--- src/rtl/io_pkg.sv ---
// Shared definitions for the CPU I/O subsystem: data width, debounce defaults
// and the port-select encodings used by the input and output multiplexers.
package io_pkg;

    localparam int DATA_W       = 8;
    localparam int TICK_DIV_DEF = 50000;
    localparam int STABLE_N_DEF = 4;

    typedef enum logic [1:0] {
        PORT_SEL_SWITCHES = 2'd0,
        PORT_SEL_BUTTONS  = 2'd1,
        PORT_SEL_TIMER    = 2'd2,
        PORT_SEL_UART     = 2'd3
    } port_sel_e;

endpackage

--- src/rtl/generador_tick.sv ---
// Free-running sample-tick generator: one-cycle pulse every TICK_DIV clocks.
// Shared with the timer peripheral.
module generador_tick #(
    parameter int TICK_DIV = 50000
) (
    input  logic clk,
    input  logic reset,
    output logic tick
);

    localparam int TW = (TICK_DIV > 1) ? $clog2(TICK_DIV) : 1;
    localparam logic [TW-1:0] LAST = TW'(TICK_DIV - 1);

    logic [TW-1:0] tcnt;

    assign tick = (tcnt == LAST);

    always_ff @(posedge clk) begin
        if (reset) begin
            tcnt <= '0;
        end else if (tick) begin
            tcnt <= '0;
        end else begin
            tcnt <= tcnt + TW'(1);
        end
    end

endmodule

--- src/rtl/entrada_antirrebote.sv ---
// Debounced input port with optional sticky rising-edge flags cleared by a CPU
// read. Edge-flag logic is built only when ENTRADA_FLANCOS_EN is defined.
module entrada_antirrebote
    import io_pkg::*;
#(
    parameter int WIDTH    = DATA_W,
    parameter int TICK_DIV = TICK_DIV_DEF,
    parameter int STABLE_N = STABLE_N_DEF
) (
    input  logic             clk,
    input  logic             reset,
    input  logic [WIDTH-1:0] raw_in,
    input  logic             rd_en,
    output logic [WIDTH-1:0] port_out,
    output logic [WIDTH-1:0] edge_flags,
    output logic             any_edge
);

    localparam logic [3:0] CNT_LAST = 4'(STABLE_N - 1);

    logic [WIDTH-1:0]      s1;
    logic [WIDTH-1:0]      s2;
    logic [WIDTH-1:0]      deb;
    logic [WIDTH-1:0]      deb_next;
    logic [WIDTH-1:0][3:0] cnt;
    logic [WIDTH-1:0][3:0] cnt_next;
    logic                  tick;

    generador_tick #(
        .TICK_DIV (TICK_DIV)
    ) u_tick (
        .clk   (clk),
        .reset (reset),
        .tick  (tick)
    );

    always_ff @(posedge clk) begin
        if (reset) begin
            s1 <= '0;
            s2 <= '0;
        end else begin
            s1 <= raw_in;
            s2 <= s1;
        end
    end

    // Any sample that agrees with the accepted level restarts that bit's count.
    always_comb begin
        deb_next = deb;
        cnt_next = cnt;
        if (tick) begin
            for (int i = 0; i < WIDTH; i++) begin
                if (s2[i] == deb[i]) begin
                    cnt_next[i] = '0;
                end else if (cnt[i] == CNT_LAST) begin
                    deb_next[i] = s2[i];
                    cnt_next[i] = '0;
                end else begin
                    cnt_next[i] = cnt[i] + 4'd1;
                end
            end
        end
    end

    always_ff @(posedge clk) begin
        if (reset) begin
            deb <= '0;
            cnt <= '0;
        end else begin
            deb <= deb_next;
            cnt <= cnt_next;
        end
    end

    assign port_out = deb;

`ifdef ENTRADA_FLANCOS_EN
    logic [WIDTH-1:0] rise;
    logic [WIDTH-1:0] flags_q;
    logic [WIDTH-1:0] flags_next;
    logic             any_q;

    // A new rising edge overrides a simultaneous read-clear so no edge is lost.
    assign rise       = deb_next & ~deb;
    assign flags_next = (rd_en ? '0 : flags_q) | rise;

    always_ff @(posedge clk) begin
        if (reset) begin
            flags_q <= '0;
            any_q   <= 1'b0;
        end else begin
            flags_q <= flags_next;
            any_q   <= |flags_next;
        end
    end

    assign edge_flags = flags_q;
    assign any_edge   = any_q;
`else
    logic unused_rd_en;

    assign unused_rd_en = rd_en;
    assign edge_flags   = '0;
    assign any_edge     = 1'b0;
`endif

endmodule

--- config.mk ---
export PLATFORM = sky130hd
export DESIGN_NAME = entrada_antirrebote
export DESIGN_NICKNAME = d
export VERILOG_FILES = /design/src/rtl/io_pkg.sv /design/src/rtl/generador_tick.sv /design/src/rtl/entrada_antirrebote.sv
export SDC_FILE = /design/constraint.sdc
export NUM_CORES = 1
export LEC_CHECK = 0
export BUFFER_PORTS_ARGS = -buffer_cell sky130_fd_sc_hd__buf_4
export CAP_MARGIN = 40
export CORE_MARGIN = 4
export CORE_UTILIZATION = 45
export CTS_BUF_LIST = sky130_fd_sc_hd__clkbuf_4 sky130_fd_sc_hd__clkbuf_8
export DETAILED_ROUTE_END_ITERATION = 8
export HOLD_SLACK_MARGIN = 0.02
export PLACE_DENSITY = 0.65
export SLEW_MARGIN = 20
export SYNTH_ARGS = -nofsm -noshare
export SYNTH_HDL_FRONTEND = slang
export SYNTH_SLANG_ARGS = --single-unit
--- constraint.sdc ---
create_clock -name clk -period 1.86 [get_ports clk]
set_input_delay 0.372 -clock clk [delete_from_list [all_inputs] [get_ports clk]]
set_output_delay 0.372 -clock clk [all_outputs]
set_load 0.005 [all_outputs]
==> run summary <==
The tools report the I/O pin count as 28. For the worst slack on hold paths, the log shows 0.235 ns. The critical path in this run is classified as register to register. After floorplanning, the core was sized to cover 6830 um^2.

The layout overhead on the synthesized area works out to 22.2%. The overall global routing resource usage is 14.7%, and the setup slack at placement is -0.0748 ns. The congestion estimate from routability-driven global placement came to 0.778. The post-synthesis area per instance is 9.16 um^2, and the wire length after detailed routing is 5.97 mm. The synthesized design devotes to its leading area cell type 45.4% of total area. The die covers 8470 um^2. In this design, the stage delay of the slowest critical-path cell is 0.53 ns.

From left edge to right edge, the die measures 92.0 um. The placed instance count is 474, and the count of placed standard cells in the final layout, fillers left out is 492. Power density relative to cell area: 812 nW/um^2. For this run, the leading register cell type out of synthesis is sky130_fd_sc_hd__dfxtp_1.

Peak fanout along the critical path: 5. For the final routed database, the setup TNS stands at 0 ns. Max-cap violations in this run came to 0. The run finished with clean final reports.

Clock tree synthesis found a total of 72 sinks. Buffers placed on the I/O ports in this run total 17. The wire length per cell was 12.1 um. Number of iterations in the first detailed-routing pass: 4. Nature of the critical path endpoint: a register.

In this run, the number of DRC markers left after iteration 0 of detailed routing was 144. In the synthesized netlist, the cells that appear most often are sky130_fd_sc_hd__dfxtp_1 (72), sky130_fd_sc_hd__a21oi_1 (29), sky130_fd_sc_hd__o21ai_0 (25). Final count of hold timing violations: 0.

After clock tree synthesis, the flow added hold-fix buffers numbering 0. The smallest setup slack after layout was 0.0530 ns. Summed over all cells, the static leakage comes to 1.47 nW.

Critical path arrival: 2.07 ns. During synthesis, Yosys emitted a total of 0 warnings. After detailed routing, the number of remaining DRC violations is 0. For the leftover overflow at the end of global routing, the log shows 0.

Derived from the worst setup path, the maximum achievable clock frequency is 553 MHz. The initial antenna violation count is 0, and the count of final setup violators is 0. The number of global-route vias before repair is 2379. Of all cell types, the one taking the most synthesized area is sky130_fd_sc_hd__dfxtp_1. The logs give 3570 um^2 for the post-placement cell area and 0 for the final number of max-transition violations.

The wire-length estimate of the detail-placed layout is 4.00 mm. The run gives 10.3 mm as the wire length of the first global-routing pass. The number of clock buffers added by TritonCTS is 9. Setup repair after global routing could not meet its margin everywhere. Maximum count of clock buffers along a single path: 2. The clock slew seen by the registers of the worst setup and hold paths was 0.08 ns.

The initial utilization of the core area, before any placement, comes to 46.5%. For the final database, setup skew stands at 0.00805 ns. The number of inserted diodes is 0, and the detailed-route vias per instance is 5.22. Master cell of the clock root buffer: sky130_fd_sc_hd__clkbuf_8. The run gives 3 as the number of H-tree levels.

The slowest stage of the critical path is the sky130_fd_sc_hd__or4_4 cell. The net count of the finished layout is 411. In the post-synthesis netlist, the biggest area contributors are sky130_fd_sc_hd__dfxtp_1 (45%), sky130_fd_sc_hd__nor2b_1 (4.7%), sky130_fd_sc_hd__xnor2_1 (4.7%), sky130_fd_sc_hd__a21oi_1 (4.6%), sky130_fd_sc_hd__o21ai_0 (3.9%). The netlist area before placement was 3180 um^2; the total number of placement rows was 30. In this run, synthesis inferred 0 flip-flops with an integrated enable.

The fraction of layout instances using a drive strength above 1 is 21.0%. Counting flops with an async set or reset pin after synthesis yields a share of 0%. The run gives 3880 um^2 as the area of all placed cells without fillers. The synthesized flop and latch total came out at 72. The floorplan die height is 92.0 um, and the count of filler cells inserted in the layout is 641. Once detail routing completed, the nets flagged for antenna violations numbered 0. Of the synthesized area, sequential elements account for 45.4%. The signal on the critical path passes through nor4b_4, nand4_4, buf_6, or4_4, o21ai_0. STA classifies the critical path startpoint as a register.

Dividing the final minimum period by the clock period gives 97.1%. The most common cell in the synthesized netlist is sky130_fd_sc_hd__dfxtp_1. The largest net degree at the start of global routing is 35. TritonCTS built the clock tree. For the data required time at the worst endpoint, the log shows 2.12 ns.

Detailed routing inserted a total of 2570 vias. The worst path needs 1.81 ns of the cycle, external delays included. The tools report the number of instances in the synthesized netlist as 347. For the worst-skew pair, the clock arrives at the later sink with an insertion delay of 0.34 ns.

The worst-case IR drop observed on VDD is 0.000430 V. The number of different library cells used by synthesis comes to 36. The tightest min-delay check is of the primary input to register type.
layer usage:
layer | global-route usage (%) | share of wire, % | vias to the layer above
li1 | - | - | 1305
met1 | 18.2 | 48 | 1201
met2 | 24.3 | 46 | 52
met3 | 2.54 | 3.5 | 12
met4 | 7.67 | 2.2 | 0
met5 | 0 | 0 | -
cell usage in the layout (no fill, tap or decap), types with 5 or more instances in the layout:
cell                        n
sky130_fd_sc_hd__nand3_1   24
sky130_fd_sc_hd__xnor2_1   17
sky130_fd_sc_hd__and2_1     5
sky130_fd_sc_hd__or4_1      8
sky130_fd_sc_hd__nor2b_1   24
sky130_fd_sc_hd__nor3_1     6
sky130_fd_sc_hd__or4_4      5
sky130_fd_sc_hd__ha_1       9
sky130_fd_sc_hd__dfxtp_1   71
sky130_fd_sc_hd__nand2_1   18
sky130_fd_sc_hd__nor2_1    20
sky130_fd_sc_hd__o21ai_0   23
sky130_fd_sc_hd__conb_1     9
sky130_fd_sc_hd__buf_4     43
sky130_fd_sc_hd__nand2b_1   5
sky130_fd_sc_hd__nand4_1   10
sky130_fd_sc_hd__a21oi_1   29
sky130_fd_sc_hd__xor2_1     8
sky130_fd_sc_hd__clkbuf_8   9
metrics by stage:
| stage | utilization, % | power, W |
|---|---|---|
| finish | 56.8 | 0.00315 |
| global route | 56.8 | 0.00327 |
| CTS | 56.0 | 0.00319 |
| detailed placement | 52.2 | 0.00172 |
| global placement | 52.2 | 0.00172 |
| floorplan | - | 0.00169 |
path summary, 6_finish.rpt:
| check | cells after the start | start | endpoint | slack [ns] |
|---|---|---|---|---|
| setup / recovery | 5 | u_tick.tcnt[11] | cnt[18] | 0.05 |
| hold / removal | 2 | raw_in[6] | s1[6] | 0.24 |
| setup reg to reg | 5 | u_tick.tcnt[11] | cnt[18] | 0.05 |
| hold reg to reg | 1 | s1[1] | s2[1] | 0.44 |
sequential cells by signal, indices dropped and copies added, names as in the netlist:
signal	count
s2	8
port_out	8
cnt	32
u_tick.tcnt	16
s1	8
worst max-delay path, delay by kind of cell, from the launching register on:
| kind | cells | cell delay (ns) |
|---|---|---|
| buf+inv | 1 | 0.17 |
| simple gates | 3 | 1.04 |
| compound gates | 1 | 0.18 |
| flops | 1 | 0.34 |
what timing repair did:
| item | 4_1_cts | 5_1_grt |
|---|---|---|
| setup endpoints to repair | 8 | 20 |
| gates resized for setup | 2 | 14 |
| pin swaps | 2 | 6 |
| buffers inserted | 2 | 0 |
| cloned | 0 | 0 |
| endpoints found under the hold margin | 0 | 0 |
cell type report:
class / count / area [um^2] / share of cell area, %
multi-input combinational: 258 / 1680 / 43.2
clock inverter: 6 / 108 / 2.77
sequential: 72 / 1440 / 37.2
inverter: 2 / 7.51 / 0.193
timing repair buffer: 48 / 397 / 10.2
clock buffer: 10 / 131 / 3.38
tap: 96 / 120 / 3.09
power by group:
| group | total [W] | switching (W) | internal (W) | leakage (nW) |
|---|---|---|---|---|
| registers | 0.00157 | 0.0000101 | 0.00156 | 0.584 |
| clock network | 0.00147 | 0.000567 | 0.000901 | 0.120 |
| logic | 0.000111 | 0.0000607 | 0.0000507 | 0.762 |
| total | 0.00315 | 0.000638 | 0.00251 | 1.47 |
cell families after synthesis:
logic type	share of synthesized area [%]
compound gates	11.9
other cells	0.118
buf+inv	4.33
simple gates	27.8
fa+ha+maj	3.54
flops	45.4
xor+xnor	6.89
Note: power is estimated with default switching activity, not from simulation.
